File: config.mk
export PLATFORM = sky130hd
export DESIGN_NAME = fp_unpack_stage
export DESIGN_NICKNAME = d
export VERILOG_FILES = /design/src/rtl/fp_pkg.sv /design/src/rtl/fp_classify.sv /design/src/rtl/fp_unpack_stage.sv
export SDC_FILE = /design/constraint.sdc
export NUM_CORES = 1
export LEC_CHECK = 0
export ABC_AREA = 1
export CAP_MARGIN = 20
export CORE_UTILIZATION = 56
export CTS_CLUSTER_SIZE = 16
export DETAILED_ROUTE_END_ITERATION = 10
export HOLD_SLACK_MARGIN = 0.03
export PLACE_DENSITY_LB_ADDON = 0.25
export SLEW_MARGIN = 20
export SYNTH_ARGS = -nofsm -noshare
export SYNTH_HDL_FRONTEND = slang
export SYNTH_SLANG_ARGS = --single-unit
File: constraint.sdc
create_clock -name clk -period 3 [get_ports clk]
set_input_delay 0.6 -clock clk [delete_from_list [all_inputs] [get_ports clk]]
set_output_delay 0.6 -clock clk [all_outputs]
set_load 0.005 [all_outputs]
File: src/rtl/fp_pkg.sv
// Shared types for the float-to-integer front end: IEEE-754 single layout,
// value classes and the skid buffer states.
package fp_pkg;

  typedef struct packed {
    logic        sign;
    logic [7:0]  exponent;
    logic [22:0] mantissa;
  } fp32_t;

  localparam int unsigned FP_EXP_BIAS = 127;
  localparam logic [7:0]  FP_EXP_MAX  = 8'hFF;

  // FP_NORMAL must encode as zero so a cleared entry shows no class flags.
  typedef enum logic [2:0] {
    FP_NORMAL,
    FP_ZERO,
    FP_DENORM,
    FP_INF,
    FP_NAN
  } fp_class_t;

  typedef enum logic [1:0] {
    EMPTY,
    ONE,
    FULL
  } skid_state_t;

  // One buffered word with its class travelling alongside it.
  typedef struct packed {
    fp32_t     word;
    fp_class_t cls;
  } fp_entry_t;

endpackage

File: src/rtl/fp_classify.sv
// Combinational IEEE-754 single classifier: zero, denormal, infinity, NaN or normal.
module fp_classify
  import fp_pkg::*;
(
  input  fp32_t     word,
  output fp_class_t cls
);

  always_comb begin
    if (word.exponent == 8'h00) begin
      cls = (word.mantissa == '0) ? FP_ZERO : FP_DENORM;
    end else if (word.exponent == FP_EXP_MAX) begin
      cls = (word.mantissa == '0) ? FP_INF : FP_NAN;
    end else begin
      cls = FP_NORMAL;
    end
  end

endmodule

File: src/rtl/fp_unpack_stage.sv
// Unpacks raw IEEE-754 words into registered sign/exponent/mantissa/class through a
// 2-entry skid buffer, with saturating special-value counters. FP_UNPACK_FTZ_EN flushes denormals.
module fp_unpack_stage
  import fp_pkg::*;
#(
  parameter int unsigned CNT_W = 16
) (
  input  logic             clk,
  input  logic             reset,
  input  logic [31:0]      in_data,
  input  logic             in_valid,
  output logic             in_ready,
  output logic             out_valid,
  input  logic             out_ready,
  output logic             sign_out,
  output logic [7:0]       exponent_out,
  output logic [22:0]      mantissa_out,
  output logic             is_zero,
  output logic             is_denorm,
  output logic             is_inf,
  output logic             is_nan,
  input  logic             clr_counts,
  output logic [CNT_W-1:0] nan_count,
  output logic [CNT_W-1:0] inf_count,
  output logic [CNT_W-1:0] denorm_count
);

  localparam logic [CNT_W-1:0] CntOne = {{(CNT_W-1){1'b0}}, 1'b1};

  skid_state_t state_q, state_d;
  fp_entry_t   out_q, skid_q, cap, out_d;
  fp_class_t   raw_cls;
  logic        in_ready_q;
  logic        in_xfer, out_xfer;
  logic        load_out, load_skid, out_from_skid;
  logic [CNT_W-1:0] nan_q, inf_q, denorm_q;

  assign in_xfer  = in_valid & in_ready_q;
  assign out_xfer = out_valid & out_ready;

  fp_classify u_classify (
    .word (fp32_t'(in_data)),
    .cls  (raw_cls)
  );

  // Captured entry; counters always see the raw class, even when flushed.
  always_comb begin
    cap.word = fp32_t'(in_data);
    cap.cls  = raw_cls;
`ifdef FP_UNPACK_FTZ_EN
    if (raw_cls == FP_DENORM) begin
      cap.word.exponent = '0;
      cap.word.mantissa = '0;
      cap.cls           = FP_ZERO;
    end
`endif
  end

  always_comb begin
    state_d       = state_q;
    load_out      = 1'b0;
    load_skid     = 1'b0;
    out_from_skid = 1'b0;
    unique case (state_q)
      EMPTY: begin
        if (in_xfer) begin
          state_d  = ONE;
          load_out = 1'b1;
        end
      end
      ONE: begin
        if (in_xfer && !out_xfer) begin
          state_d   = FULL;
          load_skid = 1'b1;
        end else if (!in_xfer && out_xfer) begin
          state_d = EMPTY;
        end else if (in_xfer) begin
          load_out = 1'b1;
        end
      end
      FULL: begin
        if (out_xfer) begin
          state_d       = ONE;
          load_out      = 1'b1;
          out_from_skid = 1'b1;
        end
      end
      default: state_d = EMPTY;
    endcase
  end

  assign out_d = out_from_skid ? skid_q : cap;

  always_ff @(posedge clk) begin
    if (reset) begin
      state_q    <= EMPTY;
      in_ready_q <= 1'b0;
      out_q      <= '0;
      skid_q     <= '0;
    end else begin
      state_q    <= state_d;
      in_ready_q <= (state_d != FULL);
      if (load_out)  out_q  <= out_d;
      if (load_skid) skid_q <= cap;
    end
  end

  // Clear wins over a same-cycle increment; counts stick at all-ones.
  always_ff @(posedge clk) begin
    if (reset || clr_counts) begin
      nan_q    <= '0;
      inf_q    <= '0;
      denorm_q <= '0;
    end else if (in_xfer) begin
      if (raw_cls == FP_NAN && nan_q != '1)       nan_q    <= nan_q + CntOne;
      if (raw_cls == FP_INF && inf_q != '1)       inf_q    <= inf_q + CntOne;
      if (raw_cls == FP_DENORM && denorm_q != '1) denorm_q <= denorm_q + CntOne;
    end
  end

  assign in_ready     = in_ready_q;
  assign out_valid    = (state_q != EMPTY);
  assign sign_out     = out_q.word.sign;
  assign exponent_out = out_q.word.exponent;
  assign mantissa_out = out_q.word.mantissa;
  assign is_zero      = (out_q.cls == FP_ZERO);
  assign is_denorm    = (out_q.cls == FP_DENORM);
  assign is_inf       = (out_q.cls == FP_INF);
  assign is_nan       = (out_q.cls == FP_NAN);
  assign nan_count    = nan_q;
  assign inf_count    = inf_q;
  assign denorm_count = denorm_q;

endmodule

==> results by group <==
STA
  – Setup TNS: 0 ns
  – Pins over their slew limit: 0
  – Slew Limit Headroom: 69.8%
  – Post-route clock skew: 0.00712 ns
  – Worst setup margin: 0.690 ns
  – Slew at the pin closest to its max-slew limit: ~0.45 ns
  – Final number of hold-violating endpoints: 0
  – Portion of the clock cycle consumed by the worst path in the final layout: slightly below 80%
  – Number of failing setup endpoints in the final timing report: 0
  – Shortest period the worst path allows: 2.31 ns
  – Max Freq: 0.433 GHz
  – Hold Slack: 0.470 ns
  – Unrepaired setup endpoints after global routing: no

Clock tree
  – Root cell of the clock tree: sky130_fd_sc_hd__clkbuf_8
  – Post-CTS resize count: 0
  – Maximum buffer depth of the clock tree: 2
  – Worst-skew pair later-pin latency: ~0.52 ns
  – Number of clock sinks seen by CTS: 121
  – H-Tree Depth: 4
  – Number of buffers inserted for hold repair after clock tree synthesis: 0
  – Post-CTS Repair Setup Buffers: 0
  – TritonCTS clock tree: done
  – CTS buffer count: 17
  – CTS clock-pin slew for the worst setup and hold paths: 0.06 ns

Logic synthesis
  – Syn Area/Cell: 6.82 sq um
  – Number of synthesized register bits: 121
  – Sequential share of the synthesized area: 38.9%
  – Total nets after synthesis: roughly 950
  – Cell area after synthesis: 6220 sq um
  – Synth Warn #: 0
  – Distinct cell type count after synthesis: 35
  – Count of mapped cells out of synthesis: 913

Finish
  – Number of nets in the finished design: 1040
  – Fillers: 897
  – Share of final-layout standard cells stronger than drive strength 1: between 7 and 8%
  – Area added between synthesis and finish: 27.3%
  – Number of antenna diodes: 0

Detailed routing
  – First drt pass iteration count: 5
  – DRC viols: 0
  – Count of antenna-violating nets left after detailed routing: 0
  – Vias per Instance: 5.36
  – Drt initial violations: roughly 440
  – Vias: ~6200
  – Routed length per placed instance: ~14 um
  – Wirelength, routed: 15.8 mm

Placement
  – Worst slack at placement: 0.464 ns
  – Total half-perimeter wirelength after legalization and detailed placement: about 10 mm
  – Total of buffers placed on input and output ports: approximately 120
  – Global placement routability congestion: 0.873

Power and ir drop
  – Leakage power total: roughly 2.9 nW
  – Largest voltage drop on the vdd net: 0.409 mV
  – Power per cell area: 510 nW/um^2

Global route
  – Via count of the first global-routing pass: approximately 5600
  – Antenna violations before repair: 0
  – Pin count of the biggest net entering global routing: 48
  – Total congestion overflow: 0
  – Total global-route track usage: 27.9%
  – Global-route wire length before repair: 25.7 mm

Worst setup path
  – Kind of capture point of the worst setup path: output pin
  – Data required time of the worst path: ~2.4 ns
  – Kind of start point of the critical path: register
  – Max FO, Critical Path: 4
  – Classification of the worst setup path: register to output pin
  – Arrival time at the worst endpoint: 1.71 ns

Floorplan
  – Die Wd: 107 um
  – Vertical die dimension: 107 um
  – Num rows: 38
  – Core Footprint: 10800 sq um
  – Ports placed on the boundary: 123
  – Effective utilization at floorplan: 57.4%
  – Area of the die: 11500 sq um

Hold path
  – Class of the most critical hold timing path: register to register

Run
  – Count of maximum capacitance violations: 0

Status
  – Result of the run: finished, final reports clean
stage by stage:
step | std cells | area, sq um | power (mW) | utilization, %
3_5_place_dp | 1121 | 7310 | 2.01 | 67.4
5_1_grt | 1153 | 7920 | 4.17 | 73.0
3_3_place_gp | 1121 | 7310 | 2.00 | 67.4
4_1_cts | 1153 | 7920 | 4.06 | 73.0
6_report | 1153 | 7920 | 4.04 | 73.0
2_1_floorplan | 913 | 6220 | 1.88 | -
cell type report:
class | instances | area [sq um] | area share (%)
clock inverters | 13 | 169 | 2.13
well taps | 140 | 175 | 2.21
repair buffers | 134 | 1310 | 16.6
flip-flops and latches | 121 | 2420 | 30.6
multi-input cells | 661 | 3150 | 39.8
inverters | 65 | 245 | 3.10
clock buffers | 19 | 442 | 5.58
critical path, stage by stage (launching register included):
cell,delay [ns]
sky130_fd_sc_hd__dfxtp_1,0.44
sky130_fd_sc_hd__inv_1,0.08
sky130_fd_sc_hd__nor3_1,0.15
sky130_fd_sc_hd__clkdlybuf4s50_1,0.53
cells in the mapped netlist:
cell type                  instances  area share (%)
sky130_fd_sc_hd__o21ai_0          79             6.4
sky130_fd_sc_hd__o21ai_1           1           0.080
sky130_fd_sc_hd__o211ai_2          1            0.20
sky130_fd_sc_hd__nor4_1            1            0.10
sky130_fd_sc_hd__nor2_4            4            0.72
sky130_fd_sc_hd__inv_1            58             3.5
sky130_fd_sc_hd__nand4_2           2            0.40
sky130_fd_sc_hd__buf_2             9            0.72
sky130_fd_sc_hd__o211ai_1          1            0.12
sky130_fd_sc_hd__clkinv_2          1           0.080
sky130_fd_sc_hd__inv_2             4            0.24
sky130_fd_sc_hd__clkbuf_2          2            0.16
sky130_fd_sc_hd__nor2_2           12             1.2
sky130_fd_sc_hd__nor3_2            3            0.48
sky130_fd_sc_hd__nand3_4           1            0.28
sky130_fd_sc_hd__xor2_1           17             2.4
sky130_fd_sc_hd__nand3_1          32             2.6
sky130_fd_sc_hd__xnor2_1           5            0.70
sky130_fd_sc_hd__buf_4            35             4.2
sky130_fd_sc_hd__buf_6             1            0.18
sky130_fd_sc_hd__a21oi_1          41             3.3
sky130_fd_sc_hd__nand2_1         231              14
sky130_fd_sc_hd__nor2_1          149             9.0
sky130_fd_sc_hd__nand4_1          19             1.9
sky130_fd_sc_hd__nor3_1           14             1.1
sky130_fd_sc_hd__clkinv_1          2            0.12
sky130_fd_sc_hd__nand3b_1          5            0.60
sky130_fd_sc_hd__nand2_2           3            0.30
sky130_fd_sc_hd__o21bai_1          2            0.24
sky130_fd_sc_hd__nand3_2           1            0.16
sky130_fd_sc_hd__clkbuf_1         19             1.1
sky130_fd_sc_hd__a31oi_1          32             3.2
sky130_fd_sc_hd__dfxtp_1         121              39
sky130_fd_sc_hd__nand4_4           2            0.68
sky130_fd_sc_hd__ha_1              3            0.60
sequential cells by signal, indices dropped and copies added, names as in the netlist:
register and flops:
skid_q 35, mantissa_out 23, denorm_count 16, inf_count 16, nan_count 16, exponent_out 8
out_q 3, state_q 2, in_ready 1, sign_out 1
final timing paths:
| path | from | end | slack, ns | cells past startpoint |
|---|---|---|---|---|
| max reg2reg | denorm_count[0]$_SDFFE_PP0P_ | denorm_count[6]$_SDFFE_PP0P_ | 1.14 | 10 |
| min | skid_q[25]$_SDFFE_PP0P_ | mantissa_out[22]$_SDFFE_PP0P_ | 0.47 | 2 |
| min reg2reg | skid_q[25]$_SDFFE_PP0P_ | mantissa_out[22]$_SDFFE_PP0P_ | 0.47 | 2 |
| max | out_q[1]$_SDFFE_PP0P_ | is_denorm | 0.69 | 3 |
where the power goes:
part	switching, mW	total (mW)	internal [mW]
clock	0.750	2.06	1.31
sequential	0.0246	1.68	1.65
combinational	0.145	0.297	0.152
total	0.920	4.04	3.12
placed cells by master (no fill, tap or decap), drive strengths merged:
cell,Yosys,layout
bufinv,0,3
a21oi,41,41
nor4,1,1
buf,45,12
nand4,23,23
nand2,234,234
a31oi,32,32
o21ai,80,80
clkdlybuf4s50,0,122
ha,3,3
xnor2,5,5
nand3b,5,5
clkinv,3,9
dfxtp,121,121
xor2,17,17
nand3,34,34
o21bai,2,2
clkinvlp,0,4
nor3,17,17
nor2,165,165
clkbuf,21,19
inv,62,62
o211ai,2,2
per-layer routing:
layer / up-vias / share of wire (%) / GRT usage, %
met4: 0 / 2.0 / 12.3
met2: 200 / 49 / 47.8
li1: 3119 / - / -
met3: 32 / 5.6 / 5.21
met1: 2833 / 43 / 33.9
met5: - / 0 / 0
cell families (layout without fill, tap and decap cells):
| group | after synthesis | in the layout | share of synthesized area (%) |
|---|---|---|---|
| AO/OA/AOI/OAI | 157 | 157 | 13.5 |
| buffers and inverters | 131 | 231 | 10.4 |
| flip-flops | 121 | 121 | 38.9 |
| AND/OR/NAND/NOR | 479 | 479 | 33.5 |
| XOR/XNOR | 22 | 22 | 3.10 |
| adder cells (fa/ha/maj) | 3 | 3 | 0.603 |
No activity file was read; power rests on OpenSTA's default activity.
